### config.mk
export PLATFORM = sky130hd
export DESIGN_NAME = shield_ctrl
export DESIGN_NICKNAME = d
export VERILOG_FILES = /design/src/rtl/battle_pkg.sv /design/src/rtl/rise_detect.sv /design/src/rtl/shield_ctrl.sv
export SDC_FILE = /design/constraint.sdc
export NUM_CORES = 1
export LEC_CHECK = 0
export ABC_AREA = 1
export BUFFER_PORTS_ARGS = -buffer_cell sky130_fd_sc_hd__clkbuf_2
export CAP_MARGIN = 20
export CORE_UTILIZATION = 50
export DETAILED_ROUTE_END_ITERATION = 8
export GPL_TIMING_DRIVEN = 0
export PLACE_DENSITY = 0.72
export SYNTH_ARGS = -nofsm -noshare
export SYNTH_HDL_FRONTEND = slang
export SYNTH_SLANG_ARGS = --single-unit
### constraint.sdc
create_clock -name clock -period 2.4 [get_ports clock]
set_clock_uncertainty 0.1 [all_clocks]
set_input_delay 0.12 -clock clock [delete_from_list [all_inputs] [get_ports clock]]
set_output_delay 0.12 -clock clock [all_outputs]
set_load 0.01 [all_outputs]
### src/rtl/battle_pkg.sv
// Shared definitions for the tank battle datapath.
// Holds the shield controller state encoding and its default timing and
// charge constants so the health stage and shield controller agree on them.
package battle_pkg;

  typedef enum logic [1:0] {
    IDLE     = 2'd0,
    ACTIVE   = 2'd1,
    COOLDOWN = 2'd2,
    DEAD     = 2'd3
  } shield_state_t;

  localparam int SHIELD_ACTIVE_FRAMES   = 180;
  localparam int SHIELD_COOLDOWN_FRAMES = 300;
  localparam int SHIELD_HIT_LIMIT       = 2;
  localparam int SHIELD_START_CHARGES   = 3;

endpackage

### src/rtl/rise_detect.sv
// One-bit rising-edge detector.
// Ports:
//   clock - system clock
//   reset - asynchronous active-high reset, clears the history register
//   d     - synchronous input level
//   rise  - high for the cycle in which d is high and was low last cycle
// The history register updates every cycle regardless of any consumer state.
module rise_detect (
  input  logic clock,
  input  logic reset,
  input  logic d,
  output logic rise
);

  logic d_q;

  always_ff @(posedge clock or posedge reset) begin
    if (reset) d_q <= 1'b0;
    else       d_q <= d;
  end

  assign rise = d & ~d_q;

endmodule

### src/rtl/shield_ctrl.sv
// Per-tank shield controller feeding the health stage's shield_on qualifier.
// Turns a shield button press into a timed shield window, absorbs hits,
// breaks early after HIT_LIMIT hits, then enforces a cooldown and a finite
// budget of charges. All timing is counted in frame_tick strobes.
// Ports:
//   clock, reset   - system clock, asynchronous active-high reset
//   frame_tick     - one-cycle strobe per video frame
//   shield_req     - debounced shield button level
//   collision      - raw hit level for this tank
//   tank_dead      - death level from the health stage (overrides everything)
//   shield_on      - high exactly while ACTIVE
//   frames_left    - remaining ACTIVE/COOLDOWN frames, 0 in IDLE/DEAD
//   charges        - remaining shield uses
//   cooldown_busy  - high while in COOLDOWN
//   absorb_pulse   - one-cycle pulse per absorbed hit
module shield_ctrl #(
  parameter int ACTIVE_FRAMES   = battle_pkg::SHIELD_ACTIVE_FRAMES,
  parameter int COOLDOWN_FRAMES = battle_pkg::SHIELD_COOLDOWN_FRAMES,
  parameter int HIT_LIMIT       = battle_pkg::SHIELD_HIT_LIMIT,
  parameter int START_CHARGES   = battle_pkg::SHIELD_START_CHARGES,
  parameter int CNT_W           = 9
) (
  input  logic             clock,
  input  logic             reset,
  input  logic             frame_tick,
  input  logic             shield_req,
  input  logic             collision,
  input  logic             tank_dead,
  output logic             shield_on,
  output logic [CNT_W-1:0] frames_left,
  output logic [1:0]       charges,
  output logic             cooldown_busy,
  output logic             absorb_pulse
);

  import battle_pkg::*;

  localparam int HIT_W = $clog2(HIT_LIMIT + 1);

  shield_state_t    state, state_nxt;
  logic [CNT_W-1:0] cnt, cnt_nxt;
  logic [1:0]       charges_nxt;
  logic [HIT_W-1:0] hit_cnt, hit_nxt, hit_inc;
  logic             absorb_nxt;
  logic             req_rise, hit_rise;
  logic             expire, brk;

  rise_detect u_req_rise (
    .clock (clock),
    .reset (reset),
    .d     (shield_req),
    .rise  (req_rise)
  );

  rise_detect u_hit_rise (
    .clock (clock),
    .reset (reset),
    .d     (collision),
    .rise  (hit_rise)
  );

  assign hit_inc = hit_cnt + HIT_W'(1);

  // State and counter registers
  always_ff @(posedge clock or posedge reset) begin
    if (reset) begin
      state        <= IDLE;
      cnt          <= '0;
      charges      <= 2'(START_CHARGES);
      hit_cnt      <= '0;
      absorb_pulse <= 1'b0;
    end else begin
      state        <= state_nxt;
      cnt          <= cnt_nxt;
      charges      <= charges_nxt;
      hit_cnt      <= hit_nxt;
      absorb_pulse <= absorb_nxt;
    end
  end

  // Next-state logic; tank_dead outranks every other event
  always_comb begin
    state_nxt   = state;
    cnt_nxt     = cnt;
    charges_nxt = charges;
    hit_nxt     = hit_cnt;
    absorb_nxt  = 1'b0;
    expire      = 1'b0;
    brk         = 1'b0;
    if (tank_dead) begin
      state_nxt = DEAD;
      cnt_nxt   = '0;
    end else begin
      case (state)
        IDLE: begin
          if (req_rise && charges != 2'd0) begin
            state_nxt   = ACTIVE;
            cnt_nxt     = CNT_W'(ACTIVE_FRAMES);
            charges_nxt = charges - 2'd1;
            hit_nxt     = '0;
          end
        end
        ACTIVE: begin
          expire = frame_tick && (cnt == CNT_W'(1));
          if (hit_rise) begin
            absorb_nxt = 1'b1;
            hit_nxt    = hit_inc;
            brk        = (hit_inc >= HIT_W'(HIT_LIMIT));
          end
          // Expiry and a breaking hit together still give one COOLDOWN entry
          if (expire || brk) begin
            state_nxt = COOLDOWN;
            cnt_nxt   = CNT_W'(COOLDOWN_FRAMES);
          end else if (frame_tick) begin
            cnt_nxt = cnt - CNT_W'(1);
          end
        end
        COOLDOWN: begin
          if (frame_tick) begin
            if (cnt == CNT_W'(1)) begin
              state_nxt = IDLE;
              cnt_nxt   = '0;
            end else begin
              cnt_nxt = cnt - CNT_W'(1);
            end
          end
        end
        default: begin
          cnt_nxt = '0;
        end
      endcase
    end
  end

  // Output decode straight off the state register
  always_comb begin
    shield_on     = (state == ACTIVE);
    cooldown_busy = (state == COOLDOWN);
    frames_left   = cnt;
  end

endmodule

==> results of run 1 <==
[Yosys cell counts, drive strengths merged]
master / count
nor2: 15
a31oi: 1
xor2: 5
nor3: 2
inv: 25
nand3b: 1
nand2: 61
ha: 7
nand3: 18
dfrtp: 16
o21ai: 3
or3: 1
nand4: 3
a21o: 1
dfstp: 2
or2: 1
a21oi: 5
[state kept, by name, summed over array words and instances (netlist names)]
register and cells:
u_req_rise.d_q 1, u_hit_rise.d_q 1, frames_left 9, state 2, charges 2, hit_cnt 2
absorb_pulse 1
[timing repair]
action	in CTS	in global routing
hold endpoints to repair	19	0
setup endpoints to repair	0	0
gates resized for setup	0	0
hold buffers	3	0
[per-stage QoR]
stage / instances / setup slack, ns / power (µW)
3_5_place_dp: 214 / 0.547 / 1580
4_1_cts: 221 / 0.548 / 1780
6_report: 221 / 0.540 / 1780
5_1_grt: 221 / 0.418 / 1960
2_1_floorplan: 167 / 0.662 / 1320
3_3_place_gp: 214 / 0.570 / 1550
[per-layer routing]
| layer | vias up | GRT usage, % | part of all wire (%) |
|---|---|---|---|
| li1 | 576 | - | - |
| met1 | 540 | 26.8 | 45 |
| met2 | 21 | 38.6 | 51 |
| met3 | 6 | 2.68 | 2.6 |
| met4 | 0 | 8.33 | 1.6 |
| met5 | - | 0 | 0 |
[worst reg2reg max path: stages, from the launching register on]
cell and delay, ns:
dfrtp_1 0.44, inv_1 0.10, ha_1 0.33, inv_2 0.11, nand2_1 0.12, nor2_1 0.05
o21ai_1 0.27, nor3_1 0.10, a21o_1 0.16
[power by group through the flow]
stage	Clock, µW	Sequential (µW)	Combinational (µW)
after global placement	0	488	1060
after floorplan	0	500	825
after global routing	215	500	1250
after detailed placement	0	493	1090
final	197	487	1090
after CTS	205	487	1090
[cells by family after synthesis]
logic type	after synthesis	synth area share, %
compound gates	10	6.04
xor+xnor	5	3.64
fa+ha+maj	7	7.28
buf+inv	25	7.80
flops	18	37.7
simple gates	102	37.6
[worst min-delay path by stage]
stage | to | slack (ns) | cells after the start
floorplan | absorb_pulse | -0.04 | 1
global placement | frames_left[8] | 0.13 | 2
detailed placement | frames_left[8] | 0.15 | 2
CTS | charges[1] | 0.04 | 4
global route | charges[0] | 0.07 | 3
finish | charges[1] | 0.04 | 4
[area by class of cell]
| type | count | area, µm² | area share [%] |
|---|---|---|---|
| flip-flops and latches | 18 | 453 | 32.4 |
| repair buffers | 22 | 125 | 8.94 |
| well taps | 28 | 35.0 | 2.50 |
| multi-input cells | 124 | 656 | 46.9 |
| inverters | 25 | 93.8 | 6.71 |
| clock buffers | 4 | 36.3 | 2.59 |
==> results.json, run 1 <==
{
  "crit_type": "register to register",
  "htreeDepth": 1,
  "grtUsageTotal_pct": 21.8,
  "drive_gt1_share_pct": 20.7,
  "r2r_slack_ns": 0.54,
  "worstPathRequired_ns": 2.51,
  "numCtsBuffers": 3,
  "grt_overflow_total": 0,
  "fin_crit_sh_pct": 77.5,
  "drv_cap": 0,
  "crit_arrival_ns": 1.97,
  "clkTransAtPathRegs_ns": 0.12,
  "crit_slowest_cell": "dfrtp_1",
  "drt_iter0_drc": 23,
  "dieArea_um2": 2610,
  "final_cell_area_um2": 1400,
  "setup_violations": 0,
  "fill_cells": 211,
  "wirelength_um": 2540,
  "path_buf_inv": 2,
  "layout_common_cells": "nand2_1 (56), inv_1 (20), clkbuf_2 (19)",
  "synth.area.top_cells": "dfrtp_1 (33%), nand2_1 (17%), nand3_1 (7.5%)",
  "yosysWarningCount": 0,
  "period_needed_ns": 1.86,
  "layout_commonest_cell": "nand2_1",
  "syn_inst": 167,
  "r2r-start": "state[1]",
  "grt_pass1_vias": 1025,
  "tightestPinTransition_ns": 0.674,
  "die_width_um": 51.0,
  "run_status": "finished, final reports clean",
  "power_density_nw_per_um2": 1270,
  "rows": 17,
  "p_int_uw": 892,
  "start_kind": "register",
  "gp_congestion": 0.879,
  "crit_family": "flip-flops",
  "drt-pass1-iter-count": 4,
  "vdd_ir_drop_max_mv": 0.740,
  "cts_tree": "built",
  "clockBufferDepth": 2,
  "synthToLayoutAreaGrowth_pct": 16.3,
  "hp-start": "tank_dead",
  "die_h_um": 51.0,
  "cp.depth": 8,
  "endpoint_kind": "register",
  "fmax_mhz": 538,
  "dpl_cell_area_um2": 1330,
  "slew_headroom_pct": 55.0,
  "remaining_drc_errors": 0,
  "fin_util_pct": 62.6,
  "worst_r2r_path_depth": 8,
  "synthesis.nets": 180,
  "num_io_pins": 20,
  "yosysTopAreaCell": "dfrtp_1",
  "fin_nets": 207,
  "dp_hpwl_um": 1960,
  "syn_area_um2": 1200,
  "hold_ws_ns": 0.0424,
  "p_sw_uw": 886,
  "root_buffer": "clkbuf_4",
  "num_vias": 1143,
  "antenna_cells": 0,
  "routedWlPerCell_um": 11.5,
  "path_cells": "inv_1 > ha_1 > inv_2 > nand2_1 > nor2_1 > o21ai_1 > nor3_1 > a21o_1",
  "fin_tns_setup_ns": 0,
  "final_hold_viol_count": 0,
  "start_util_pct": 53.8,
  "slew_viol_final": 0,
  "crit_path_end": "hit_cnt[0]",
  "insertion_delay_ns": 0.30,
  "coreArea_um2": 2230,
  "switching_share_pct": 49.8,
  "postCtsSetupBuffers": 0,
  "pwr-share-seq_pct": 27.4,
  "p_leak_uw": 0.000817,
  "postRouteAntennaNets": 0,
  "startpoint": "state[1]",
  "p_comb_share_pct": 61.5,
  "max_stage_delay_ns": 0.44,
  "grt_max_degree": 19,
  "min_path_type": "input pin to register",
  "rsz0062_at_grt": "no",
  "synth_top_area_share_pct": 33.3,
  "p_clk_share_pct": 11.1,
  "io_buffer_count": 19,
  "grt_pass1_wl_um": 4200,
  "worstPathMaxFanout": 7,
  "reg2reg_to": "hit_cnt[0]",
  "via_per_inst": 5.17,
  "ys_seq_elements": 18,
  "yosysSeqAreaShare_pct": 37.7,
  "antenna_found_initial": 0,
  "syn_area_per_cell_um2": 7.20,
  "clock-sinks": 18,
  "synth_cell_types": 24
}
Note: power is estimated with default switching activity, not from simulation.
==> run 2, diff against run 1 <==
==> constraint.sdc (replaced) <==
create_clock -name clock -period 1.78 [get_ports clock]
set_clock_uncertainty 0.1 [all_clocks]
set_input_delay 0.089 -clock clock [delete_from_list [all_inputs] [get_ports clock]]
set_output_delay 0.089 -clock clock [all_outputs]
set_load 0.01 [all_outputs]
==> run 2 against run 1 <==
  * The run now ends with negative hold slack, negative setup slack left
  * Worst setup slack worse by 0.57 ns
  * Non-clock buffer count increased by 7
  * Sequential cell count did not move
  * Sequential power up 35%
  * Via count up 6.1%
  * Register-to-register slack worse by 0.57 ns
  * Power grew 43%
  * Utilization increased by 4.4 points
  * Critical path depth rose by 1
  * Die area unchanged
  * Largest cell class unchanged
  * Largest power group unchanged
==> results.json, run 2 (synthesis gave the netlist of run 1 again) <==
{
  "htreeDepth": 1,
  "start_util_pct": 53.8,
  "final_hold_viol_count": 2,
  "grt_max_degree": 19,
  "dieArea_um2": 2610,
  "pre_cts_ws_ns": -0.0733,
  "insertion_delay_ns": 0.30,
  "fmax_mhz": 553,
  "grt_overflow_total": 0,
  "crit_type": "register to register",
  "period_needed_ns": 1.81,
  "power_density_nw_per_um2": 1700,
  "clkTransAtPathRegs_ns": 0.11,
  "tightestPinTransition_ns": 0.685,
  "power_uw": 2540,
  "path_cells": "inv_2 > ha_4 > inv_2 > nand3b_1 > a31oi_4 > nand2_4 > nor2_4 > nand2_2 > nand2_1",
  "num_vias": 1213,
  "setup_violations": 9,
  "min_path_type": "input pin to register",
  "grt_pass1_wl_um": 4330,
  "slew_viol_final": 0,
  "grt_pass1_vias": 1071,
  "fin_crit_sh_pct": 102,
  "max_stage_delay_ns": 0.56,
  "violations": "negative hold slack, negative setup slack",
  "run_status": "finished with violations",
  "crit_arrival_ns": 1.96,
  "finalWorstSetupSlack_ns": -0.0274,
  "rsz0062_at_grt": "yes",
  "layout_commonest_cell": "nand2_1",
  "postRouteAntennaNets": 0,
  "drv_cap": 0,
  "die_h_um": 51.0,
  "num_io_pins": 20,
  "fin_tns_setup_ns": -0.176,
  "synthToLayoutAreaGrowth_pct": 24.5,
  "p_leak_uw": 0.000860,
  "worstPathRequired_ns": 1.93,
  "largest_reg_flops": 9,
  "endpoint_kind": "register",
  "hold_ws_ns": -0.00979,
  "dp_hpwl_um": 1960,
  "slew_headroom_pct": 54.3,
  "layout_common_cells": "nand2_1 (53), clkbuf_2 (19), nand3_1 (18)",
  "rows": 17,
  "numCtsBuffers": 3,
  "grtUsageTotal_pct": 22.5,
  "crit_slowest_cell": "dfstp_2",
  "clockBufferDepth": 2,
  "worstPathMaxFanout": 5,
  "fin_nets": 215,
  "critPathMostFrequentCell": "inv_2",
  "cts_tree": "built",
  "clock-sinks": 18,
  "wl_met2_um": 1480,
  "fill_cells": 202,
  "drive_gt1_share_pct": 28.9,
  "dpl_cell_area_um2": 1330,
  "wl_met3_um": 78,
  "antenna_cells": 0,
  "remaining_drc_errors": 0,
  "wirelength_um": 2810,
  "gp_congestion": 0.879,
  "drt-pass1-iter-count": 5,
  "routedWlPerCell_um": 12.3,
  "drt_iter0_drc": 29,
  "vdd_ir_drop_max_mv": 1.03,
  "start_kind": "register",
  "met1_length_um": 1190,
  "die_width_um": 51.0,
  "top_layer_used": "met4",
  "coreArea_um2": 2230,
  "via_per_inst": 5.30,
  "root_buffer": "clkbuf_4",
  "final_cell_area_um2": 1500,
  "io_buffer_count": 19,
  "antenna_found_initial": 0
}
[run 2: routing by layer]
| metal | up-vias | GRT usage, % |
|---|---|---|
| li1 | 592 | - |
| met5 | - | 0 |
| met1 | 583 | 26.8 |
| met4 | 0 | 8.33 |
| met3 | 6 | 2.68 |
| met2 | 32 | 40.8 |
[run 2: what timing repair did]
item                                    in CTS  in global routing
endpoints found under the setup margin      12                 15
pin swaps                                    1                  5
hold buffers                                 3                  0
cloned                                       0                  1
resized for setup                            4                  9
setup buffers                                4                  3
endpoints found under the hold margin       19                  0
[run 2: critical path, delay by kind of cell, from the launching register on]
family / cells / cell delay [ns]
DFF: 1 / 0.56
and+or+nand+nor: 5 / 0.59
buffers and inverters: 2 / 0.08
adders and majority gates: 1 / 0.15
AOI/OAI and AO/OA: 1 / 0.27
[run 2: where the power goes]
part	internal [µW]	switching (µW)	total (µW)	leakage [µW]
Combinational	615	996	1610	0.000611
Sequential	529	129	659	0.000229
Clock	125	144	268	0.0000210
[run 2: cell type report]
| cell class | count | area [µm²] | share of cell area (%) |
|---|---|---|---|
| timing repair buffer | 29 | 178 | 11.9 |
| sequential | 18 | 453 | 30.3 |
| inverter | 25 | 96.3 | 6.44 |
| tap | 28 | 35.0 | 2.34 |
| multi-input combinational | 125 | 698 | 46.7 |
| clock buffer | 4 | 36.3 | 2.42 |
[run 2: stage by stage]
| step | cells | util (%) |
|---|---|---|
| after floorplan | 167 | - |
| after global placement | 214 | 59.7 |
| after detailed placement | 214 | 59.7 |
| after CTS | 225 | 64.3 |
| after global routing | 229 | 67.0 |
| final | 229 | 67.0 |
[run 2: final timing paths]
path	start	end	slack [ns]	cells past startpoint
max	charges[1]	frames_left[2]	-0.03	9
min	tank_dead	charges[1]	-0.01	4
max reg2reg	charges[1]	frames_left[2]	-0.03	9
min reg2reg	frames_left[8]	frames_left[8]	0.42	2
max in group asynchronous	reset	hit_cnt[1]	0.83	3
min in group asynchronous	reset	frames_left[1]	0.31	3
==> run 3, diff against run 2 <==
--- a/config.mk
+++ b/config.mk
@@ -8,10 +8,12 @@
 export ABC_AREA = 1
 export BUFFER_PORTS_ARGS = -buffer_cell sky130_fd_sc_hd__clkbuf_2
 export CAP_MARGIN = 20
-export CORE_UTILIZATION = 50
+export CELL_PAD_IN_SITES_DETAIL_PLACEMENT = 1
+export CELL_PAD_IN_SITES_GLOBAL_PLACEMENT = 1
+export CORE_UTILIZATION = 30
 export DETAILED_ROUTE_END_ITERATION = 8
 export GPL_TIMING_DRIVEN = 0
-export PLACE_DENSITY = 0.72
+export PLACE_DENSITY_LB_ADDON = 0.1
 export SYNTH_ARGS = -nofsm -noshare
 export SYNTH_HDL_FRONTEND = slang
 export SYNTH_SLANG_ARGS = --single-unit
==> constraint.sdc (replaced) <==
create_clock -name clock -period 1.6 [get_ports clock]
set_clock_uncertainty 0.1 [all_clocks]
set_input_delay 0.08 -clock clock [delete_from_list [all_inputs] [get_ports clock]]
set_output_delay 0.08 -clock clock [all_outputs]
set_load 0.01 [all_outputs]
==> run 3 against run 2 <==
  * The run ends with negative setup slack left
  * Sequential cell count is the same
  * Worst setup slack lost 0.14 ns
  * Via count decreased by 3.1%
  * Utilization shrank 23 points
  * Power up 22%
  * Clock power increased by 46%
  * Maximum frequency up 2.1%
==> results.json, run 3 (synthesis gave the netlist of run 1 again) <==
{
  "period_needed_ns": 1.77,
  "p_clk_share_pct": 12.6,
  "setup_violations": 15,
  "start_kind": "register",
  "die_width_um": 65.3,
  "violations": "negative setup slack",
  "drt-pass1-iter-count": 4,
  "die_h_um": 65.3,
  "endpoint_kind": "register",
  "num_vias": 1175,
  "worstPathMaxFanout": 4,
  "dp_hpwl_um": 2360,
  "r2r_slack_ns": -0.17,
  "dp_cells": 234,
  "crit_arrival_ns": 1.83,
  "cts_tree": "built",
  "fmax_mhz": 565,
  "p_leak_uw": 0.000904,
  "root_buffer": "clkbuf_8",
  "drv_cap": 0,
  "num_io_pins": 20,
  "io_buffer_count": 19,
  "start_util_pct": 32.1,
  "finalWorstSetupSlack_ns": -0.170,
  "grt_pass1_wl_um": 5710,
  "tightestPinTransition_ns": 0.703,
  "clockBufferDepth": 2,
  "layout.cells.non_filler": 254,
  "routedWlPerCell_um": 13.5,
  "drive_gt1_share_pct": 35.9,
  "antenna_found_initial": 0,
  "power_density_nw_per_um2": 1900,
  "dieArea_um2": 4270,
  "rsz0062_at_grt": "yes",
  "slew_viol_final": 0,
  "p_sw_uw": 1520,
  "crit_type": "register to register",
  "grt_pass1_vias": 1252,
  "grt_max_degree": 19,
  "numCtsBuffers": 3,
  "wirelength_um": 3420,
  "layout_commonest_cell": "nand2_1",
  "insertion_delay_ns": 0.26,
  "postRouteAntennaNets": 0,
  "remaining_drc_errors": 0,
  "coreArea_um2": 3740,
  "grtUsageTotal_pct": 18.0,
  "drt_iter0_drc": 47,
  "worstPathRequired_ns": 1.66,
  "fin_nets": 220,
  "layout_common_cells": "nand2_1 (50), clkbuf_2 (19), nand3_1 (16)",
  "vdd_ir_drop_max_mv": 0.819,
  "synthToLayoutAreaGrowth_pct": 35.9,
  "antenna_cells": 0,
  "largest_reg_flops": 9,
  "fin_crit_sh_pct": 111,
  "rows": 22,
  "slew_headroom_pct": 53.1,
  "p_int_uw": 1580,
  "run_status": "finished with violations",
  "grt_overflow_total": 0,
  "switching_share_pct": 49.1,
  "gp_congestion": 0.852,
  "pwr-share-seq_pct": 24.0,
  "power_uw": 3100,
  "clock-sinks": 18,
  "via_per_inst": 4.63,
  "final_hold_viol_count": 0,
  "p_comb_share_pct": 63.3,
  "min_path_type": "input pin to register",
  "htreeDepth": 1,
  "clkTransAtPathRegs_ns": 0.08
}
-- run 3: critical path: stages, from the launching register on --
cell,delay [ns]
dfstp_2,0.55
inv_2,0.05
ha_4,0.15
inv_2,0.04
nand3b_1,0.13
a31oi_4,0.23
nand2_1,0.10
nor2_2,0.14
nand2_2,0.07
nand2_1,0.06
nand2_1,0.05
-- run 3: what timing repair did --
item	CTS	global route
setup buffers	5	7
setup endpoints to repair	15	15
gates cloned	1	0
hold buffers	3	0
endpoints found under the hold margin	18	0
pin swaps	7	9
resized for setup	10	14
-- run 3: cell type report --
cell class | instances | area (µm²)
tap | 48 | 60.1
sequential | 18 | 454
inverter | 25 | 96.3
timing repair buffer | 34 | 219
fill | 486 | 2110
clock buffer | 4 | 55.1
multi-input combinational | 125 | 749
-- run 3: metal layers --
| metal | GRT usage [%] | vias to the layer above | part of all wire, % |
|---|---|---|---|
| met5 | 0 | - | 0 |
| met4 | 8.42 | 0 | 2.2 |
| met3 | 2.60 | 5 | 1.8 |
| met2 | 32.2 | 13 | 52 |
| met1 | 20.7 | 557 | 44 |
| li1 | - | 600 | - |
-- run 3: metrics by stage --
stage          util [%]  area (µm²)  hold slack, ns  setup TNS (ns)  setup WS (ns)
2_1_floorplan         -        1210         -0.0829          -0.462         -0.109
3_3_place_gp       36.6        1370           0.105           -2.34         -0.226
3_5_place_dp       36.6        1370           0.109           -2.43         -0.225
4_1_cts            41.1        1540          0.0332           -2.21         -0.245
5_1_grt            43.6        1630          0.0843           -3.23         -0.265
6_report           43.6        1630          0.0334           -1.86         -0.170
-- run 3: path summary, 6_finish.rpt --
kind                       depth (start not counted)        endpoint      startpoint
max in group asynchronous                          3        state[0]           reset
max                                               10        state[1]      charges[0]
max reg2reg                                       10        state[1]      charges[0]
min reg2reg                                        2  frames_left[8]  frames_left[8]
min                                                4      charges[1]       tank_dead
min in group asynchronous                          3  frames_left[2]           reset
-- run 3: power groups by stage --
stage               sequential [µW]  clock (µW)  combinational [µW]
finish                          745         391                1960
global route                    768         420                2220
CTS                             748         409                1810
detailed placement              748           0                1720
global placement                737           0                1690
floorplan                       750           0                1260
